### src/rtl/lock_reset_seq.sv
// lock_reset_seq: multi-channel lock synchroniser and ordered reset sequencer.
// Each raw lock input is synchronised into clk. Once all locks have been stable
// for HOLD_CYCLES, the per-channel resets are released in order (bit 0 first),
// GAP_CYCLES apart. Any lock loss during release or run re-asserts every reset,
// pulses lost_stb and bumps a saturating loss counter.
// Optional feature macro: LOCK_RESET_SEQ_SOFT_RST_EN adds a synchronous soft_rst
// input that restarts the sequence without counting a loss.
module lock_reset_seq #(
  parameter int CHANNELS    = 2,
  parameter int SYNC_STAGES = 2,
  parameter int HOLD_CYCLES = 1024,
  parameter int GAP_CYCLES  = 16,
  parameter int CNT_W       = 8
) (
  input  logic                clk,
  input  logic                rst,
  input  logic [CHANNELS-1:0] locked_in,
`ifdef LOCK_RESET_SEQ_SOFT_RST_EN
  input  logic                soft_rst,
`endif
  output logic                all_locked,
  output logic [CHANNELS-1:0] rst_out,
  output logic                ready,
  output logic                lost_stb,
  output logic [CNT_W-1:0]    lost_cnt
);

  localparam int CNT_MAX = (HOLD_CYCLES > GAP_CYCLES) ? HOLD_CYCLES : GAP_CYCLES;
  localparam int CW      = $clog2(CNT_MAX + 1);
  localparam int IW      = $clog2(CHANNELS + 1);

  localparam logic [CW-1:0]       HOLD_LAST = CW'(HOLD_CYCLES - 1);
  localparam logic [CW-1:0]       GAP_LAST  = CW'(GAP_CYCLES - 1);
  localparam logic [IW-1:0]       IDX_DONE  = IW'(CHANNELS);
  localparam logic [CHANNELS-1:0] ALL_ONES  = {CHANNELS{1'b1}};
  localparam logic [CHANNELS-1:0] CH_ONE    = CHANNELS'(1);

  typedef enum logic [2:0] {
    ST_WAIT,
    ST_HOLD,
    ST_RELEASE,
    ST_RUN,
    ST_LOST
  } state_t;

  state_t                state_reg;
  logic [CW-1:0]         cnt_reg;
  logic [IW-1:0]         idx_reg;
  logic [CHANNELS-1:0]   rst_out_reg;
  logic                  ready_reg;
  logic                  lost_stb_reg;
  logic [CNT_W-1:0]      lost_cnt_reg;
  logic                  all_locked_reg;
  logic [CHANNELS-1:0]   synced;
  logic                  soft_req;
  logic                  loss_event;

  // Per-channel synchroniser chains; the last stage is the clk-domain lock bit.
  for (genvar gi = 0; gi < CHANNELS; gi++) begin : g_sync
    logic [SYNC_STAGES-1:0] sync_reg;

    // Shift the raw lock bit through SYNC_STAGES flops.
    always_ff @(posedge clk or posedge rst) begin
      if (rst) begin
        sync_reg <= '0;
      end else begin
        sync_reg <= {sync_reg[SYNC_STAGES-2:0], locked_in[gi]};
      end
    end

    assign synced[gi] = sync_reg[SYNC_STAGES-1];
  end

  // Register the AND of all synchronised locks; the FSM only ever looks at this.
  always_ff @(posedge clk or posedge rst) begin
    if (rst) begin
      all_locked_reg <= 1'b0;
    end else begin
      all_locked_reg <= &synced;
    end
  end

`ifdef LOCK_RESET_SEQ_SOFT_RST_EN
  assign soft_req = soft_rst;
`else
  assign soft_req = 1'b0;
`endif

  // A loss only counts once at least one channel has been released; soft reset wins.
  assign loss_event = ((state_reg == ST_RELEASE) || (state_reg == ST_RUN)) &&
                      !all_locked_reg && !soft_req;

  // Sequencer FSM with registered reset, ready and loss-reporting outputs.
  always_ff @(posedge clk or posedge rst) begin
    if (rst) begin
      state_reg    <= ST_WAIT;
      cnt_reg      <= '0;
      idx_reg      <= '0;
      rst_out_reg  <= ALL_ONES;
      ready_reg    <= 1'b0;
      lost_stb_reg <= 1'b0;
      lost_cnt_reg <= '0;
    end else begin
      lost_stb_reg <= 1'b0;
      if (soft_req) begin
        state_reg   <= ST_WAIT;
        cnt_reg     <= '0;
        idx_reg     <= '0;
        rst_out_reg <= ALL_ONES;
        ready_reg   <= 1'b0;
      end else if (loss_event) begin
        state_reg    <= ST_LOST;
        cnt_reg      <= '0;
        idx_reg      <= '0;
        rst_out_reg  <= ALL_ONES;
        ready_reg    <= 1'b0;
        lost_stb_reg <= 1'b1;
        if (lost_cnt_reg != {CNT_W{1'b1}}) begin
          lost_cnt_reg <= lost_cnt_reg + CNT_W'(1);
        end
      end else begin
        case (state_reg)
          ST_WAIT: begin
            rst_out_reg <= ALL_ONES;
            ready_reg   <= 1'b0;
            idx_reg     <= '0;
            cnt_reg     <= '0;
            if (all_locked_reg) begin
              // The entry edge already counts as the first stable cycle.
              if (HOLD_LAST == '0) begin
                state_reg   <= ST_RELEASE;
                rst_out_reg <= ALL_ONES & ~CH_ONE;
                idx_reg     <= IW'(1);
              end else begin
                state_reg <= ST_HOLD;
                cnt_reg   <= CW'(1);
              end
            end
          end
          ST_HOLD: begin
            if (!all_locked_reg) begin
              state_reg <= ST_WAIT;
              cnt_reg   <= '0;
            end else if (cnt_reg == HOLD_LAST) begin
              state_reg   <= ST_RELEASE;
              rst_out_reg <= rst_out_reg & ~CH_ONE;
              idx_reg     <= IW'(1);
              cnt_reg     <= '0;
            end else begin
              cnt_reg <= cnt_reg + CW'(1);
            end
          end
          ST_RELEASE: begin
            if (idx_reg == IDX_DONE) begin
              state_reg <= ST_RUN;
              ready_reg <= 1'b1;
            end else if (cnt_reg == GAP_LAST) begin
              rst_out_reg <= rst_out_reg & ~(CH_ONE << idx_reg);
              idx_reg     <= idx_reg + IW'(1);
              cnt_reg     <= '0;
            end else begin
              cnt_reg <= cnt_reg + CW'(1);
            end
          end
          ST_RUN: begin
            rst_out_reg <= '0;
            ready_reg   <= 1'b1;
          end
          ST_LOST: begin
            state_reg <= ST_WAIT;
          end
          default: begin
            state_reg   <= ST_WAIT;
            rst_out_reg <= ALL_ONES;
            ready_reg   <= 1'b0;
          end
        endcase
      end
    end
  end

  assign all_locked = all_locked_reg;
  assign rst_out    = rst_out_reg;
  assign ready      = ready_reg;
  assign lost_stb   = lost_stb_reg;
  assign lost_cnt   = lost_cnt_reg;

endmodule

### config.mk
export PLATFORM = sky130hd
export DESIGN_NAME = lock_reset_seq
export DESIGN_NICKNAME = d
export VERILOG_FILES = /design/src/rtl/lock_reset_seq.sv
export SDC_FILE = /design/constraint.sdc
export NUM_CORES = 1
export LEC_CHECK = 0
export ABC_AREA = 0
export ABC_CLOCK_PERIOD_IN_PS = 2600
export CAP_MARGIN = 10
export CORE_MARGIN = 3
export CORE_UTILIZATION = 56
export DETAILED_ROUTE_END_ITERATION = 12
export PLACE_DENSITY_LB_ADDON = 0.1
export SYNTH_ARGS = -nofsm -noshare
export SYNTH_HDL_FRONTEND = slang
export SYNTH_SLANG_ARGS = --single-unit
### constraint.sdc
create_clock -name clk -period 2.6 [get_ports clk]
set_input_delay 0.78 -clock clk [delete_from_list [all_inputs] [get_ports clk]]
set_output_delay 0.78 -clock clk [all_outputs]
set_load 0.02 [all_outputs]
==> run metrics <==
Post-synth top cells dfrtp_1, nand2_1, nor2_1, o21ai_0, nand3_1; drc violations 0; Leak Pwr 0.907 nW; buffers and inverters on the worst path 1; Worst VDD drop 0.000399 V; library cells used by synthesis 42; count of input and output buffers 16; Initial Util 59.9%; fin. max-slew vios 0; Die Wd 60.8 um; WL/cell 15.5 um; CP Capture Type output port; Total Wirelength 3460 um; Synth area leader dfrtp_1; H-tree depth 2; CP max FO 11; Die Y 60.8 um; vias 1371; clock latency on the worst-skew pair 330 ps; Min Clock Period, post-route 2350 ps; Slowest-stage cell, CP clkdlybuf4s50_1; gpl congestion 0.843; clock root buffer clkbuf_4; Finished Core Util 70.8%; Largest stage delay, worst path 680 ps; sequential-to-total area share from yosys stat 49.3%; first-pass GRT wire length 5910 um; Remaining Overflow, GRT 0; fmax 425 MHz; Reg clk slew, reported paths 110 ps; Worst-Margin Slew 620 ps; Synth Cell Area 1680 sq um; outcome complete, no violations; share of cells above drive strength 1 10.9%; area fraction of the dominant cell type after synthesis 46.2%; cell family with most CP delay buffers and inverters; critical-path cell list clkdlybuf4s50_1; pin count of the biggest net entering global routing 20; antenna-violating nets left 0; IO Pins 17; fin worst setup slack 246 ps; initial antenna violation count 0; FFs w/ async S/R, synth 100%; Hold WC Path Type reg2reg; pwr/cell area 488 nW/um^2; Max Cap Viol 0; WP data required 1820 ps; Synth Instances 169; total CTS buffers 5; row count 19; Setup crit start kind flip-flop; GRT Overall Usage 21.9%; core area 2810 sq um; Avg Vias per Cell 6.15; Area growth syn-to-layout 18.2%; Post-Synthesis Net Count 178; CTS tree yes; post-cts gate resize count 0; Num Clock Sinks 33; relative slew slack 58.6%; yosys warns 0; post-DP HPWL 2490 um; period utilization 90.5%; number of flip-flops in the largest register 11; DP Worst Slack 333 ps; Die ar. 3690 sq um; Antenna Cells 0; initial drt markers 72; Mapped Avg Cell Area 9.94 sq um; Most used DFF post-synth dfrtp_1; #FFs+latches synth 33; CTS max path bufs 2; Setup violations, final 0; Post-synth EDFFs 0; ranking of synthesized cells by area dfrtp_1, ha_1, o21ai_0; CP Class reg2out; Final Net Count 200; clk_skew 6.62 ps; setup TNS 0 ps; vias in the first global route 1274; hold_buf cts 0; RSZ-0062 raised after global routing false; Final Hold Fails 0; most common cell in the netlist dfrtp_1; critical path arrival 1570 ps; Post-CTS Setup Inserts 0; Pre-Repair DR Iteration Count 4
## power breakdown
group | internal (W) | leakage, nW | switching [W]
Clock | 0.000204 | 0.0414 | 0.000186
Sequential | 0.000522 | 0.441 | 0.00000931
Combinational | 0.0000208 | 0.425 | 0.0000273
## layer usage
metal / share of wire [%] / GRT usage (%)
met3: 4.9 / 6.38
met2: 48 / 34.4
met4: 2.3 / 10.8
met5: 0 / 0
met1: 45 / 27.6
## layout by cell type, fill, tap and decap left out, types with 2 or more instances in the layout
cell | netlist | routed
o31ai_1 | 4 | 4
ha_1 | 5 | 5
and3_1 | 4 | 4
nor3_1 | 4 | 4
or4_1 | 3 | 3
or3_1 | 2 | 2
clkdlybuf4s50_1 | 0 | 16
xor2_1 | 3 | 3
nand2_1 | 13 | 13
inv_1 | 7 | 7
a21oi_1 | 7 | 7
and2_1 | 2 | 2
a211oi_1 | 2 | 2
clkbuf_4 | 0 | 5
o21a_1 | 2 | 2
nor4_1 | 3 | 3
xnor2_1 | 4 | 4
nand2b_1 | 2 | 2
nand3_1 | 10 | 10
o21ai_0 | 11 | 11
a22o_1 | 5 | 5
nor3b_1 | 2 | 2
dfrtp_1 | 31 | 31
nor2_1 | 11 | 11
nand4_1 | 5 | 5
a21o_1 | 2 | 2
buf_4 | 0 | 3
nor2b_1 | 2 | 2
dfstp_2 | 2 | 2
or2_2 | 3 | 3
## logic make-up after synthesis
family | synth area share [%]
flip-flops | 49.3
buffers and inverters | 2.75
multiplexers | 1.27
AND/OR/NAND/NOR | 23.3
AO/OA/AOI/OAI | 16.0
adder cells (fa/ha/maj) | 3.72
XOR/XNOR | 3.65
## layout make-up
class                           instances  area, sq um
Tap cell                               31         38.8
Fill cell                             216          820
Clock buffer                            5         37.5
Timing Repair Buffer                   20          203
Inverter                                7         26.3
Multi-Input combinational cell        124          806
Sequential cell                        33          828
Clock inverter                          3         46.3
## per-stage QoR
stage	std cells	power, W	hold slack, ps	instance area, sq um
6_report	223	0.000969	360	1990
5_1_grt	223	0.00101	377	1990
4_1_cts	223	0.000981	363	1990
3_5_place_dp	215	0.000590	337	1900
3_3_place_gp	215	0.000589	333	1900
2_1_floorplan	169	0.000569	331	1680
## path summary, 6_finish.rpt
path,endpoint,cells after the start,from,slack (ps)
min reg2reg,g_sync[1].sync_reg[1]$_DFF_PP0_,0,g_sync[1].sync_reg[0]$_DFF_PP0_,360
min in group asynchronous,g_sync[0].sync_reg[1]$_DFF_PP0_,2,rst,810
max in group asynchronous,lost_cnt[7]$_DFFE_PP0P_,3,rst,1280
min,g_sync[1].sync_reg[1]$_DFF_PP0_,0,g_sync[1].sync_reg[0]$_DFF_PP0_,360
max reg2reg,cnt_reg[5]$_DFFE_PP0P_,5,cnt_reg[7]$_DFFE_PP0P_,260
max,all_locked,1,all_locked$_DFF_PP0_,250
Note: power is estimated with default switching activity, not from simulation.
